File: src/rtl/alu_ctrl_muldiv_pkg.sv
// Shared encodings for the EX-stage ALU control decoder and the HI/LO multiply/divide unit.
// Holds ALU control codes, funct values, the R-type ALUop and the engine state type.
package alu_pkg;

  localparam logic [3:0] RTYPE_OP_DEF = 4'b1111;

  localparam logic [3:0] ALU_AND  = 4'b0000;
  localparam logic [3:0] ALU_OR   = 4'b0001;
  localparam logic [3:0] ALU_ADD  = 4'b0010;
  localparam logic [3:0] ALU_SLL  = 4'b0011;
  localparam logic [3:0] ALU_SRL  = 4'b0100;
  localparam logic [3:0] ALU_SUB  = 4'b0110;
  localparam logic [3:0] ALU_SLT  = 4'b0111;
  localparam logic [3:0] ALU_ADDU = 4'b1000;
  localparam logic [3:0] ALU_SUBU = 4'b1001;
  localparam logic [3:0] ALU_XOR  = 4'b1010;
  localparam logic [3:0] ALU_SLTU = 4'b1011;
  localparam logic [3:0] ALU_NOR  = 4'b1100;
  localparam logic [3:0] ALU_SRA  = 4'b1101;

  localparam logic [5:0] F_SLL   = 6'b000000;
  localparam logic [5:0] F_SRL   = 6'b000010;
  localparam logic [5:0] F_SRA   = 6'b000011;
  localparam logic [5:0] F_MFHI  = 6'b010000;
  localparam logic [5:0] F_MTHI  = 6'b010001;
  localparam logic [5:0] F_MFLO  = 6'b010010;
  localparam logic [5:0] F_MTLO  = 6'b010011;
  localparam logic [5:0] F_MULT  = 6'b011000;
  localparam logic [5:0] F_MULTU = 6'b011001;
  localparam logic [5:0] F_DIV   = 6'b011010;
  localparam logic [5:0] F_DIVU  = 6'b011011;
  localparam logic [5:0] F_ADD   = 6'b100000;
  localparam logic [5:0] F_ADDU  = 6'b100001;
  localparam logic [5:0] F_SUB   = 6'b100010;
  localparam logic [5:0] F_SUBU  = 6'b100011;
  localparam logic [5:0] F_AND   = 6'b100100;
  localparam logic [5:0] F_OR    = 6'b100101;
  localparam logic [5:0] F_XOR   = 6'b100110;
  localparam logic [5:0] F_NOR   = 6'b100111;
  localparam logic [5:0] F_SLT   = 6'b101010;
  localparam logic [5:0] F_SLTU  = 6'b101011;

  typedef enum logic [1:0] {
    IDLE = 2'd0,
    BUSY = 2'd1,
    FIX  = 2'd2
  } md_state_e;

  function automatic logic is_hilo_funct(input logic [5:0] f);
    return (f == F_MFHI) || (f == F_MTHI) || (f == F_MFLO) || (f == F_MTLO) ||
           (f == F_MULT) || (f == F_MULTU) || (f == F_DIV) || (f == F_DIVU);
  endfunction

endpackage

File: src/rtl/alu_ctrl_muldiv_md_iter.sv
// Iterative multiply/divide datapath: one shift-add or restoring shift-subtract step per cycle.
// Operands latched on start; WIDTH steps while run is high; sign-fixed results are combinational.
module md_iter
  import alu_pkg::*;
#(
  parameter int WIDTH = 32
) (
  input  logic             clk,
  input  logic             rst_n,
  input  logic             start,
  input  logic             is_div,
  input  logic             is_signed,
  input  logic [WIDTH-1:0] op_a,
  input  logic [WIDTH-1:0] op_b,
  input  logic             run,
  output logic             last,
  output logic [WIDTH-1:0] res_hi,
  output logic [WIDTH-1:0] res_lo
);

  localparam int CW = $clog2(WIDTH + 1);

  logic [CW-1:0]    cnt_q, cnt_d;
  logic [WIDTH-1:0] acc_hi_q, acc_hi_d;
  logic [WIDTH-1:0] acc_lo_q, acc_lo_d;
  logic [WIDTH-1:0] opb_q, opb_d;
  logic             div_q, div_d;
  logic             neg_main_q, neg_main_d;
  logic             neg_rem_q, neg_rem_d;
  logic             div0_q, div0_d;

  logic             a_neg, b_neg;
  logic [WIDTH-1:0] a_mag, b_mag;
  logic [WIDTH:0]   r_shift, diff, sum;
  logic             qbit;

  always_comb begin
    cnt_d      = cnt_q;
    acc_hi_d   = acc_hi_q;
    acc_lo_d   = acc_lo_q;
    opb_d      = opb_q;
    div_d      = div_q;
    neg_main_d = neg_main_q;
    neg_rem_d  = neg_rem_q;
    div0_d     = div0_q;

    a_neg   = is_signed & op_a[WIDTH-1];
    b_neg   = is_signed & op_b[WIDTH-1];
    a_mag   = a_neg ? (~op_a + 1'b1) : op_a;
    b_mag   = b_neg ? (~op_b + 1'b1) : op_b;

    // acc_hi holds the partial product / remainder, acc_lo the multiplier / quotient
    r_shift = {acc_hi_q, acc_lo_q[WIDTH-1]};
    diff    = r_shift - {1'b0, opb_q};
    qbit    = ~diff[WIDTH];
    sum     = {1'b0, acc_hi_q} + (acc_lo_q[0] ? {1'b0, opb_q} : {(WIDTH+1){1'b0}});

    if (start) begin
      cnt_d      = CW'(WIDTH);
      acc_hi_d   = '0;
      acc_lo_d   = a_mag;
      opb_d      = b_mag;
      div_d      = is_div;
      neg_main_d = a_neg ^ b_neg;
      neg_rem_d  = a_neg;
      div0_d     = is_div && (op_b == '0);
    end else if (run && (cnt_q != '0)) begin
      cnt_d = cnt_q - 1'b1;
      if (div_q) begin
        acc_hi_d = qbit ? diff[WIDTH-1:0] : r_shift[WIDTH-1:0];
        acc_lo_d = {acc_lo_q[WIDTH-2:0], qbit};
      end else begin
        acc_hi_d = sum[WIDTH:1];
        acc_lo_d = {sum[0], acc_lo_q[WIDTH-1:1]};
      end
    end
  end

  logic [2*WIDTH-1:0] prod, prod_fix;

  always_comb begin
    prod     = {acc_hi_q, acc_lo_q};
    prod_fix = neg_main_q ? (~prod + 1'b1) : prod;
    if (div_q) begin
      // With a zero divisor the remainder path has shifted |rs| through, so its sign fix restores rs
      res_hi = neg_rem_q ? (~acc_hi_q + 1'b1) : acc_hi_q;
      if (div0_q)
        res_lo = '1;
      else
        res_lo = neg_main_q ? (~acc_lo_q + 1'b1) : acc_lo_q;
    end else begin
      res_hi = prod_fix[2*WIDTH-1:WIDTH];
      res_lo = prod_fix[WIDTH-1:0];
    end
  end

  assign last = (cnt_q == CW'(1));

  always_ff @(posedge clk or negedge rst_n) begin
    if (!rst_n) begin
      cnt_q      <= '0;
      acc_hi_q   <= '0;
      acc_lo_q   <= '0;
      opb_q      <= '0;
      div_q      <= 1'b0;
      neg_main_q <= 1'b0;
      neg_rem_q  <= 1'b0;
      div0_q     <= 1'b0;
    end else begin
      cnt_q      <= cnt_d;
      acc_hi_q   <= acc_hi_d;
      acc_lo_q   <= acc_lo_d;
      opb_q      <= opb_d;
      div_q      <= div_d;
      neg_main_q <= neg_main_d;
      neg_rem_q  <= neg_rem_d;
      div0_q     <= div0_d;
    end
  end

endmodule

File: src/rtl/alu_ctrl_muldiv.sv
// EX-stage ALU control decode plus HI/LO registers and the multiply/divide start/stall handshake.
// Decode and MF reads are combinational; HI/LO-group instructions stall while the engine is not IDLE.
module alu_ctrl_muldiv
  import alu_pkg::*;
#(
  parameter int                 WIDTH    = 32,
  parameter int                 ALUOP_W  = 4,
  parameter logic [ALUOP_W-1:0] RTYPE_OP = ALUOP_W'(RTYPE_OP_DEF)
) (
  input  logic               clk,
  input  logic               rst_n,
  input  logic [ALUOP_W-1:0] alu_op,
  input  logic [5:0]         funct,
  input  logic               ex_valid,
  input  logic [WIDTH-1:0]   rs_val,
  input  logic [WIDTH-1:0]   rt_val,
  output logic [ALUOP_W-1:0] alu_ctrl,
  output logic               mf_sel,
  output logic [WIDTH-1:0]   mf_data,
  output logic               stall,
  output logic               md_busy
);

  md_state_e        state_q, state_d;
  logic [WIDTH-1:0] hi_q, hi_d;
  logic [WIDTH-1:0] lo_q, lo_d;

  logic             hilo_grp;
  logic             md_start, md_last, md_is_div, md_signed;
  logic [WIDTH-1:0] res_hi, res_lo;
  logic [3:0]       r_code;

  always_comb begin
    r_code = ALU_AND;
    case (funct)
      F_SLL:   r_code = ALU_SLL;
      F_SRL:   r_code = ALU_SRL;
      F_SRA:   r_code = ALU_SRA;
      F_ADD:   r_code = ALU_ADD;
      F_ADDU:  r_code = ALU_ADDU;
      F_SUB:   r_code = ALU_SUB;
      F_SUBU:  r_code = ALU_SUBU;
      F_AND:   r_code = ALU_AND;
      F_OR:    r_code = ALU_OR;
      F_XOR:   r_code = ALU_XOR;
      F_NOR:   r_code = ALU_NOR;
      F_SLT:   r_code = ALU_SLT;
      F_SLTU:  r_code = ALU_SLTU;
      default: r_code = ALU_AND;
    endcase
  end

  assign alu_ctrl  = (alu_op != RTYPE_OP) ? alu_op : ALUOP_W'(r_code);
  assign hilo_grp  = ex_valid && (alu_op == RTYPE_OP) && is_hilo_funct(funct);
  assign md_is_div = (funct == F_DIV) || (funct == F_DIVU);
  assign md_signed = (funct == F_MULT) || (funct == F_DIV);
  assign mf_data   = (funct == F_MFHI) ? hi_q : lo_q;

  always_comb begin
    state_d  = state_q;
    hi_d     = hi_q;
    lo_d     = lo_q;
    mf_sel   = 1'b0;
    md_start = 1'b0;
    md_busy  = (state_q != IDLE);
    // Only HI/LO-group work waits on the engine; everything else keeps flowing
    stall    = hilo_grp && (state_q != IDLE);
    case (state_q)
      IDLE: begin
        if (hilo_grp) begin
          case (funct)
            F_MFHI, F_MFLO: mf_sel = 1'b1;
            F_MTHI:         hi_d   = rs_val;
            F_MTLO:         lo_d   = rs_val;
            F_MULT, F_MULTU, F_DIV, F_DIVU: begin
              md_start = 1'b1;
              state_d  = BUSY;
            end
            default: ;
          endcase
        end
      end
      BUSY: begin
        if (md_last) state_d = FIX;
      end
      FIX: begin
        hi_d    = res_hi;
        lo_d    = res_lo;
        state_d = IDLE;
      end
      default: state_d = IDLE;
    endcase
  end

  always_ff @(posedge clk or negedge rst_n) begin
    if (!rst_n) begin
      state_q <= IDLE;
      hi_q    <= '0;
      lo_q    <= '0;
    end else begin
      state_q <= state_d;
      hi_q    <= hi_d;
      lo_q    <= lo_d;
    end
  end

  md_iter #(
    .WIDTH(WIDTH)
  ) u_md_iter (
    .clk      (clk),
    .rst_n    (rst_n),
    .start    (md_start),
    .is_div   (md_is_div),
    .is_signed(md_signed),
    .op_a     (rs_val),
    .op_b     (rt_val),
    .run      (state_q == BUSY),
    .last     (md_last),
    .res_hi   (res_hi),
    .res_lo   (res_lo)
  );

endmodule

File: config.mk
export PLATFORM = sky130hd
export DESIGN_NAME = alu_ctrl_muldiv
export DESIGN_NICKNAME = d
export VERILOG_FILES = /design/src/rtl/alu_ctrl_muldiv_pkg.sv /design/src/rtl/alu_ctrl_muldiv_md_iter.sv /design/src/rtl/alu_ctrl_muldiv.sv
export SDC_FILE = /design/constraint.sdc
export NUM_CORES = 1
export LEC_CHECK = 0
export CAP_MARGIN = 20
export CORE_ASPECT_RATIO = 1.5
export CORE_MARGIN = 5
export CORE_UTILIZATION = 25
export DETAILED_ROUTE_END_ITERATION = 8
export GPL_TIMING_DRIVEN = 0
export PLACE_DENSITY = 0.41
export SLEW_MARGIN = 25
export SYNTH_ARGS = -nofsm -noshare
export SYNTH_HDL_FRONTEND = slang
export SYNTH_SLANG_ARGS = --single-unit
File: constraint.sdc
create_clock -name clk -period 3.26 [get_ports clk]
set_clock_uncertainty 0.1 [all_clocks]
set_input_delay 0.652 -clock clk [delete_from_list [all_inputs] [get_ports clk]]
set_output_delay 0.652 -clock clk [all_outputs]
set_load 0.05 [all_outputs]
==> reports/results.tsv, run 1 <==
stage	metric	value	unit
synth	Adder-Cell Fraction of Synth Area	6.61	%
synth	Seq cells post-synth	172	
synth	sequential-to-total area share from yosys stat	29.1	%
power	Static Leakage	0.00741	uW
setup_path	CP Data Required Time	3.55	ns
timing	relative slew slack	33.4	%
route	TritonRoute pass-1 iters	6	
setup_path	kind of critical path	reg2reg	
power	pwr dens	819	nW/um^2
synth	Synth Flop Type	dfrtp_1	
synth	Post-Synth Simple-Gate Area	17.5	%
synth	mux share of post-synthesis cell area	8.53	%
synth	main combinational cell family by area after synthesis	compound AO/OA/AOI/OAI gates	
global_route	antenna violations before repair	0	
floorplanning	die height	308	um
synth	Yosys top cell area share	29.1	%
timing	Worst-Margin Slew	0.999	ns
run	Max Cap Viol	0	
cts	root cell of the clock tree	clkbuf_16	
global_route	GRT Total Usage	20.1	%
synth	Async S/R FF share, synth	100	%
synth	Syn Nets	1963	
finish	share of post-route cells with drive strength above 1	19.0	%
floorplanning	initial core utilization	25.2	%
timing	RSZ-0062 raised after global routing	yes	
cts	Num Clock Sinks	172	
synth	Mapped Cells	1809	
placed_design	dpl cells	2699	
timing	Setup violations, final	33	
setup_path	worst-path fanout max	6	
finish	Nets	2158	
route	Residual DRC	0	
placed_design	dpl hpwl	51.6	mm
setup_path	WP data arrival	3.91	ns
cts	H-tree depth	4	
route	Initial DRC Count	803	
global_route	GRT Residual Overflow	0	
synth	top post-synthesis cells by area	dfrtp_1, ha_1, nand2_1	
global_route	vias in the first global route	15400	
synth	YS warnings	0	
finish	Final Non-Filler Cells	2795	
cts	CTS Buf Count	17	
route	WL/cell	23.8	um
floorplanning	Die X	209	um
cts	clk_lat worst skew	0.47	ns
power	maximum vdd drop	0.000349	V
floorplanning	row count	109	
synth	Post-Synthesis Cell Area	14800	um^2
route	ANT nets after route	0	
global_route	largest net degree at the start of global routing	82	
placed_design	Port Buf Inserts	111	
placed_design	Post-Place Setup Slack	-1.71	ns
outcome	violated checks	negative setup slack	
timing	clock period minus worst slack	3.62	ns
timing	max frequency	0.276	GHz
setup_path	Startpoint Class	flip-flop	
finish	area delta synth->final	28.6	%
synth	Post-Syn Area per Cell	8.19	um^2
synth	number of synthesized flops with an enable pin	0	
cts	Reg clk slew, reported paths	0.08	ns
global_route	first-pass GRT wire length	98.0	mm
timing	Final period util	111	%
synth	Yosys cell types	72	
timing	Slew Limit Fails	0	
route	Via Count	14700	
finish	Fillers	6257	
floorplanning	CORE AREA	58800	um^2
timing	final hold vios	0	
timing	Min Hold Slack	0.383	ns
synth	XOR/XNOR share of the synthesized area	10.5	%
synth	post-synthesis compound-gate area fraction	23.5	%
min_path	Hold Path Class	reg2reg	
synth	largest area contributor in the netlist	dfrtp_1	
placed_design	routability cong.	0.954	
timing	setup TNS	-8.84	ns
route	routed vias/inst	5.27	
cts	clk buf depth	2	
floorplanning	die area	64300	um^2
timing	Final WS setup	-0.362	ns
route	DRT Wirelength	66.5	mm
setup_path	CP endpoint kind	flip-flop	
cts	CTS tree	yes	
floorplanning	IO Count	116	
outcome	outcome	complete, but fails checks	
[metal layers]
metal	vias to the layer above	wire (um)	track usage (%)
met5	-	0	0
met4	0	3610	9.81
met3	150	2320	2.36
met2	371	36100	39.0
met1	7218	24500	21.2
li1	6982	-	-
[cell usage in the layout, fill, tap and decap left out, types with 21 or more instances in the layout]
cell type	n
ha_1	56
mux2_2	41
xnor2_1	91
a21o_1	35
dfrtp_1	152
nor3_1	25
o211ai_1	26
a21oi_1	91
xor2_1	85
buf_4	68
buf_2	21
mux2i_1	76
o21ai_0	144
nand2_1	228
clkdlybuf4s50_1	60
nor2_1	106
or3_1	22
inv_1	57
nand3_1	28
a32oi_1	33
clkbuf_1	56
[worst max-delay path: stages (launching register included)]
cell and delay [ns]:
dfrtp_2 0.46, ha_4 0.19, fa_2 0.37, nor2b_4 0.17, o31ai_4 0.09, a31oi_4 0.21, a41oi_2 0.17, o41a_1 0.45
buf_4 0.18, o211ai_1 0.18, nand3_2 0.19, buf_12 0.21, buf_12 0.14, a211o_1 0.32, o211ai_1 0.09
[registers in the layout (all words and copies together), names as in the netlist]
| register | count |
|---|---|
| u_md_iter.acc_hi_q | 32 |
| u_md_iter.acc_lo_q | 32 |
| u_md_iter.cnt_q | 6 |
| state_q | 2 |
| u_md_iter.div_q | 1 |
| u_md_iter.neg_main_q | 1 |
| u_md_iter.neg_rem_q | 1 |
| hi_q | 32 |
| u_md_iter.div0_q | 1 |
| lo_q | 32 |
| u_md_iter.opb_q | 32 |
[synthesized netlist by cell type, drive strengths merged, types with 20 or more instances]
| master | count |
|---|---|
| dfrtp | 172 |
| a32oi | 33 |
| mux2i | 79 |
| xor2 | 85 |
| nand3 | 32 |
| nand2 | 237 |
| clkbuf | 87 |
| o21ai | 167 |
| o211ai | 26 |
| or3 | 26 |
| nor2 | 123 |
| a31oi | 23 |
| inv | 62 |
| mux2 | 42 |
| a21oi | 100 |
| nor3 | 32 |
| ha | 75 |
| nor4 | 20 |
| xnor2 | 92 |
| o31ai | 26 |
| a21o | 35 |
[worst paths after layout]
path                                            startpoint                                  to  slack, ns  cells past startpoint
min in group asynchronous                            rst_n      u_md_iter.opb_q[5]$_DFFE_PN0N_       0.54                      2
setup reg to reg            u_md_iter.opb_q[0]$_DFFE_PN0N_  u_md_iter.acc_hi_q[26]$_DFFE_PN0P_      -0.36                     14
max in group asynchronous                            rst_n  u_md_iter.acc_lo_q[25]$_DFFE_PN0P_       1.36                      4
hold / removal             u_md_iter.opb_q[23]$_DFFE_PN0N_     u_md_iter.opb_q[23]$_DFFE_PN0N_       0.38                      2
setup / recovery            u_md_iter.opb_q[0]$_DFFE_PN0N_  u_md_iter.acc_hi_q[26]$_DFFE_PN0P_      -0.36                     14
hold reg to reg            u_md_iter.opb_q[23]$_DFFE_PN0N_     u_md_iter.opb_q[23]$_DFFE_PN0N_       0.38                      2
[timing repair]
item | 4_1_cts | 5_1_grt
endpoints found under the hold margin | 35 | 0
buffers inserted | 48 | 21
resized for setup | 361 | 123
hold buffers | 1 | 0
cloned | 2 | 1
endpoints found under the setup margin | 197 | 124
pin swaps | 49 | 37
[logic make-up after synthesis]
group | after synthesis
compound gates | 536
xor+xnor | 177
fa+ha+maj | 77
buf+inv | 166
flops | 172
mux | 121
simple gates | 560
[layout make-up]
| type | instances | area, um^2 | area share (%) |
|---|---|---|---|
| inverter | 62 | 243 | 1.27 |
| sequential | 172 | 4330 | 22.7 |
| tap | 777 | 972 | 5.10 |
| buffer | 95 | 503 | 2.64 |
| clock buffer | 17 | 425 | 2.23 |
| timing repair buffer | 185 | 1690 | 8.86 |
| antenna | 1 | 2.50 | 0.0131 |
| clock inverter | 15 | 169 | 0.887 |
| multi-input combinational | 1471 | 10700 | 56.3 |
[power by group]
part	internal (uW)	switching [uW]	total [uW]	leakage (uW)
combinational	4290	5390	9680	0.00533
clock	1100	1100	2200	0.000283
sequential	2720	1000	3720	0.00180
total	8110	7500	15600	0.00741
[per-stage QoR]
| stage | util [%] | total power, uW | instance area (um^2) |
|---|---|---|---|
| 2_1_floorplan | - | 9170 | 14900 |
| 3_3_place_gp | 28.8 | 11700 | 16900 |
| 3_5_place_dp | 28.9 | 11800 | 17000 |
| 4_1_cts | 31.5 | 14900 | 18500 |
| 5_1_grt | 32.4 | 16600 | 19000 |
| 6_report | 32.4 | 15600 | 19000 |
Note: power is estimated with default switching activity, not from simulation.
==> run 2: changes to the inputs <==
--- a/config.mk
+++ b/config.mk
@@ -7,8 +7,8 @@
 export LEC_CHECK = 0
 export CAP_MARGIN = 20
 export CORE_ASPECT_RATIO = 1.5
-export CORE_MARGIN = 5
 export CORE_UTILIZATION = 25
+export CTS_CLUSTER_DIAMETER = 30
 export DETAILED_ROUTE_END_ITERATION = 8
 export GPL_TIMING_DRIVEN = 0
 export PLACE_DENSITY = 0.41
==> run 2 against run 1 <==
- the run still ends with negative setup slack left
- first-iteration DRC count is 7.3% higher
- critical path depth stayed put
- maximum frequency fell by 0.67%
- count of clock-buffer cells in the layout is the same
- highest routed layer unchanged
==> reports/results.tsv, run 2 (same netlist as run 1, synthesis figures left out) <==
stage	metric	value	unit
min_path	Hold Path Class	reg2reg	
timing	RSZ-0062 raised after global routing	yes	
floorplanning	die height	300	um
power	Static Leakage	0.00744	uW
route	ANT nets after route	0	
global_route	largest net degree at the start of global routing	78	
finish	Final Non-Filler Cells	2787	
setup_path	WP data arrival	3.91	ns
placed_design	Port Buf Inserts	111	
finish	area delta synth->final	28.8	%
route	DRT Wirelength	67.2	mm
floorplanning	Die X	201	um
floorplanning	CORE AREA	58200	um^2
min_path	worst hold path depth	2	
timing	Final period util	112	%
route	Via Count	14800	
timing	Setup violations, final	33	
cts	clk buf depth	2	
timing	Min Hold Slack	0.382	ns
timing	Final WS setup	-0.386	ns
route	Initial DRC Count	862	
outcome	outcome	complete, but fails checks	
floorplanning	IO Count	116	
placed_design	routability cong.	0.915	
route	routed vias/inst	5.30	
global_route	GRT Total Usage	22.1	%
setup_path	kind of critical path	reg2reg	
global_route	GRT Residual Overflow	0	
finish	Nets	2158	
cts	clk_lat worst skew	0.48	ns
finish	share of post-route cells with drive strength above 1	18.9	%
floorplanning	row count	108	
finish	most frequent cells in the layout	nand2_1, dfrtp_1, o21ai_0, nor2_1, xnor2_1	
floorplanning	die area	60200	um^2
global_route	vias in the first global route	15200	
floorplanning	initial core utilization	25.4	%
setup_path	CP endpoint kind	flip-flop	
cts	CTS Buf Count	17	
route	TritonRoute pass-1 iters	5	
finish	ANT cells	0	
setup_path	worst-path fanout max	6	
timing	final hold vios	0	
timing	relative slew slack	32.5	%
cts	CTS tree	yes	
global_route	antenna violations before repair	0	
run	Max Cap Viol	0	
timing	clock period minus worst slack	3.65	ns
setup_path	CP Data Required Time	3.52	ns
placed_design	dpl cells	2692	
power	maximum vdd drop	0.000352	V
timing	max frequency	0.274	GHz
outcome	violated checks	negative setup slack	
placed_design	dpl hpwl	51.6	mm
route	Residual DRC	0	
power	pwr dens	814	nW/um^2
global_route	first-pass GRT wire length	98.9	mm
timing	Worst-Margin Slew	1.01	ns
finish	commonest non-fill, non-tap cell in the layout	nand2_1	
cts	Num Clock Sinks	172	
cts	Reg clk slew, reported paths	0.08	ns
setup_path	Startpoint Class	flip-flop	
cts	H-tree depth	4	
setup_path	r2r worst-path depth	14	
cts	root cell of the clock tree	clkbuf_16	
timing	Slew Limit Fails	0	
route	WL/cell	24.1	um
==> run 2: changes by cell type in the layout (fill, tap and decap cells not counted), moves of 4 or more <==
cell             before  now
mux2i_2               1    5
ha_4                 11    7
nor2_2               11    5
clkbuf_2             16   21
buf_4                68   63
mux2i_1              76   72
nor2_1              106  115
clkdlybuf4s15_2       8    2
buf_2                21   26
ha_1                 56   63
==> run 2: critical path, cell delays in order (launching register included) <==
cell and delay [ns]:
dfrtp_2 0.46, ha_4 0.19, fa_2 0.39, nor2b_4 0.17, o31ai_4 0.08, a31oi_4 0.24
a41oi_4 0.19, o41a_1 0.43, or3_4 0.36, nand3_4 0.12, buf_12 0.16, buf_6 0.11
mux2i_4 0.22, a21oi_2 0.08, a31o_2 0.23
==> run 2: stage by stage <==
step | instance area (um^2) | power (uW) | utilization [%] | setup slack (ns) | setup TNS, ns
2_1_floorplan | 14900 | 9170 | - | 0.00382 | 0
3_3_place_gp | 16900 | 11700 | 29.1 | -6.71 | -1357.07
3_5_place_dp | 17000 | 11700 | 29.2 | -1.54 | -206.91
4_1_cts | 18500 | 14900 | 31.7 | -0.541 | -15.20
5_1_grt | 19100 | 16500 | 32.7 | -0.451 | -12.35
6_report | 19100 | 15500 | 32.7 | -0.386 | -9.43
==> run 2: what timing repair did <==
item,CTS,global route
setup endpoints to repair,200,126
endpoints found under the hold margin,30,0
buffers inserted,48,24
hold buffers,1,0
gates resized for setup,355,138
pin swaps,46,51
cloned,2,1
==> run 2: cell type report <==
type	instances	area [um^2]
fill	6197	39200
multi-input combinational	1471	10800
sequential	172	4330
timing repair buffer	188	1740
tap	770	963
buffer	92	463
clock buffer	17	425
inverter	62	239
clock inverter	15	149
==> run 2: per-layer routing <==
| metal | GRT usage (%) | vias to the layer above | wire length, um |
|---|---|---|---|
| li1 | - | 6971 | - |
| met1 | 23.5 | 7314 | 25500 |
| met2 | 42.6 | 373 | 36200 |
| met3 | 2.21 | 127 | 1940 |
| met4 | 11.9 | 0 | 3620 |
| met5 | 0 | - | 0 |
==> run 2: power breakdown <==
part           total, uW  switching (uW)  internal [uW]
logic               9660            5430           4230
clock network       2130            1110           1020
registers           3730            1010           2720
==> run 2: worst paths after layout <==
kind	start	end	slack [ns]
setup / recovery	u_md_iter.opb_q[0]$_DFFE_PN0N_	u_md_iter.acc_hi_q[2]$_DFFE_PN0P_	-0.39
hold / removal	u_md_iter.opb_q[29]$_DFFE_PN0N_	u_md_iter.opb_q[29]$_DFFE_PN0N_	0.38
setup reg to reg	u_md_iter.opb_q[0]$_DFFE_PN0N_	u_md_iter.acc_hi_q[2]$_DFFE_PN0P_	-0.39
hold reg to reg	u_md_iter.opb_q[29]$_DFFE_PN0N_	u_md_iter.opb_q[29]$_DFFE_PN0N_	0.38
max in group asynchronous	rst_n	u_md_iter.acc_lo_q[23]$_DFFE_PN0P_	1.75
min in group asynchronous	rst_n	hi_q[6]$_DFFE_PN0P_	0.54
==> run 3: changes to the inputs <==
--- a/config.mk
+++ b/config.mk
@@ -5,6 +5,7 @@
 export SDC_FILE = /design/constraint.sdc
 export NUM_CORES = 1
 export LEC_CHECK = 0
+export ABC_AREA = 1
 export CAP_MARGIN = 20
 export CORE_ASPECT_RATIO = 1.5
 export CORE_UTILIZATION = 25
==> run 3 against run 2 <==
- the run now ends clean
- critical path depth fell by 7
- cell area rose by 12%
- core utilization fell by 3.0 points
- sequential cell count did not move
- global-route usage rose by 4.2 points
- synthesized area rose by 23%
- synthesized cell count rose by 71%
- maximum frequency rose by 12%
- worst hold slack improved by 0.0037 ns
- total power rose by 3.8%
- die area rose by 23%
- largest power group unchanged
==> reports/results.tsv, run 3 <==
stage	metric	value	unit
outcome	outcome	finished, final reports clean	
setup_path	CP endpoint kind	output port	
route	WL/cell	23.3	um
timing	Slew Limit Fails	0	
global_route	first-pass GRT wire length	142	mm
route	ANT nets after route	0	
synth	largest area contributor in the netlist	dfrtp_1	
route	Via Count	21000	
synth	Mapped Cells	3099	
min_path	Hold Path Class	reg2reg	
floorplanning	CORE AREA	71800	um^2
finish	final design utilization	29.8	%
floorplanning	IO Count	116	
power	Clk network pwr share	13.4	%
power	switching share of power	55.9	%
synth	Synth Flop Type	dfrtp_1	
setup_path	WP data arrival	2.51	ns
synth	Post-Synthesis Cell Area	18200	um^2
cts	H-tree depth	4	
synth	Yosys top cell area share	23.7	%
global_route	largest net degree at the start of global routing	78	
synth	Post-Syn Area per Cell	5.87	um^2
power	Static Leakage	0.0108	uW
global_route	vias in the first global route	21400	
finish	Nets	3404	
timing	max frequency	0.307	GHz
finish	most frequent cells in the layout	nand2_1, inv_1, nand3_1, nor2_1, o21ai_0	
cts	CTS Buf Count	17	
global_route	GRT Residual Overflow	0	
route	Initial DRC Count	1386	
setup_path	CP Data Required Time	2.51	ns
global_route	GRT Total Usage	26.3	%
synth	Syn Nets	3253	
timing	relative slew slack	38.9	%
placed_design	Port Buf Inserts	115	
floorplanning	Die X	222	um
run	Max Cap Viol	0	
power	Internal	7100	uW
synth	YS warnings	0	
finish	Final Cell Area	21400	um^2
timing	setup TNS	0	ns
synth	top post-synthesis cells by area	dfrtp_1, nand2_1, inv_1	
cts	Num Clock Sinks	172	
synth	most frequent cell after synthesis	nand2_1	
floorplanning	initial core utilization	25.4	%
synth	top cells by count, synth	nand2_1, inv_1, nand3_1, nor2_1, o21ai_0	
global_route	antenna violations before repair	0	
timing	Worst-Margin Slew	0.916	ns
timing	clock period minus worst slack	3.26	ns
setup_path	Startpoint Class	primary input	
placed_design	routability cong.	0.947	
cts	clk buf depth	2	
timing	final hold vios	0	
synth	Yosys cell types	49	
timing	Setup violations, final	0	
power	maximum vdd drop	0.000459	V
power	Comb power frac	61.2	%
finish	ANT cells	0	
route	TritonRoute pass-1 iters	5	
power	Sw Pwr	9010	uW
finish	commonest non-fill, non-tap cell in the layout	nand2_1	
floorplanning	row count	120	
placed_design	dpl hpwl	81.3	mm
synth	Seq cells post-synth	172	
timing	RSZ-0062 raised after global routing	yes	
finish	Fillers	8410	
floorplanning	die height	332	um
synth	sequential-to-total area share from yosys stat	23.7	%
finish	share of post-route cells with drive strength above 1	7.05	%
synth	number of synthesized flops with an enable pin	0	
finish	area delta synth->final	17.5	%
cts	Reg clk slew, reported paths	0.07	ns
route	DRT Wirelength	97.3	mm
placed_design	Post-Place Setup Slack	-1.38	ns
floorplanning	die area	73900	um^2
cts	root cell of the clock tree	clkbuf_16	
power	Flop pwr share	25.4	%
route	routed vias/inst	5.02	
setup_path	worst-path fanout max	10	
timing	Final WS setup	0.00300	ns
timing	Final period util	99.9	%
synth	Async S/R FF share, synth	100	%
cts	clk_lat worst skew	0.50	ns
cts	CTS tree	yes	
setup_path	kind of critical path	in2out	
power	pwr dens	754	nW/um^2
placed_design	Post-DP Area	20600	um^2
route	Residual DRC	0	
[run 3: kinds of logic (layout without fill, tap and decap cells)]
group,Yosys count,in the layout,synth area share [%]
flops,172,172,23.7
fa+ha+maj,77,77,5.38
compound gates,480,480,14.3
buf+inv,549,712,11.8
xor+xnor,65,65,3.13
mux,28,28,1.73
simple gates,1728,1729,40.0
[run 3: layout make-up]
type / count / area, um^2 / share of cell area (%)
buffer: 95 / 489 / 2.29
inverter: 451 / 1700 / 7.96
timing repair buffer: 134 / 1210 / 5.64
multi-input combinational: 2379 / 11900 / 55.9
sequential: 172 / 4320 / 20.2
clock inverter: 12 / 114 / 0.533
clock buffer: 20 / 457 / 2.14
tap: 915 / 1140 / 5.36
[run 3: worst paths after layout]
check / from / end / slack, ns / cells after the start
min in group asynchronous: rst_n / u_md_iter.opb_q[17]$_DFFE_PN0N_ / 0.50 / 2
max in group asynchronous: rst_n / lo_q[28]$_DFFE_PN0P_ / 1.41 / 4
max: funct[4] / mf_data[0] / 0.003 / 7
max reg2reg: u_md_iter.acc_lo_q[0]$_DFFE_PN0P_ / u_md_iter.acc_hi_q[27]$_DFFE_PN0P_ / 0.13 / 18
min reg2reg: lo_q[13]$_DFFE_PN0P_ / lo_q[13]$_DFFE_PN0P_ / 0.39 / 2
min: lo_q[13]$_DFFE_PN0P_ / lo_q[13]$_DFFE_PN0P_ / 0.39 / 2
[run 3: what timing repair did]
action / in CTS / in global routing
endpoints found under the hold margin: 22 / 0
gates cloned: 1 / 0
hold buffers: 1 / 0
endpoints found under the setup margin: 178 / 79
pin swaps: 5 / 6
buffers inserted: 9 / 7
resized for setup: 221 / 40
[run 3: power by group through the flow]
stage | sequential, uW | combinational, uW | clock, uW
2_1_floorplan | 3480 | 6570 | 0
3_3_place_gp | 4090 | 9700 | 0
3_5_place_dp | 4090 | 9700 | 0
4_1_cts | 4060 | 9750 | 2200
5_1_grt | 4160 | 10900 | 2250
6_report | 4090 | 9860 | 2160
[run 3: worst max-delay path, stage by stage]
cell	delay, ns
clkdlybuf4s50_1	0.51
inv_1	0.12
nor2_4	0.21
nand3_4	0.20
clkbuf_8	0.23
a21oi_1	0.25
buf_2	0.32
[run 3: metal layers]
layer | GRT usage (%) | routed length (um) | vias to the layer above
li1 | - | - | 10300
met5 | 0 | 0 | -
met1 | 26.9 | 35500 | 9758
met3 | 2.59 | 3660 | 241
met2 | 49.4 | 50100 | 664
met4 | 18.9 | 7970 | 0
[run 3: metrics by stage]
step | hold slack (ns) | instances | total power [uW]
6_report | 0.385 | 4178 | 16100
5_1_grt | 0.404 | 4178 | 17300
4_1_cts | 0.388 | 4172 | 16000
3_5_place_dp | 0.368 | 4131 | 13800
3_3_place_gp | 0.361 | 4129 | 13800
2_1_floorplan | 0.256 | 3099 | 10100
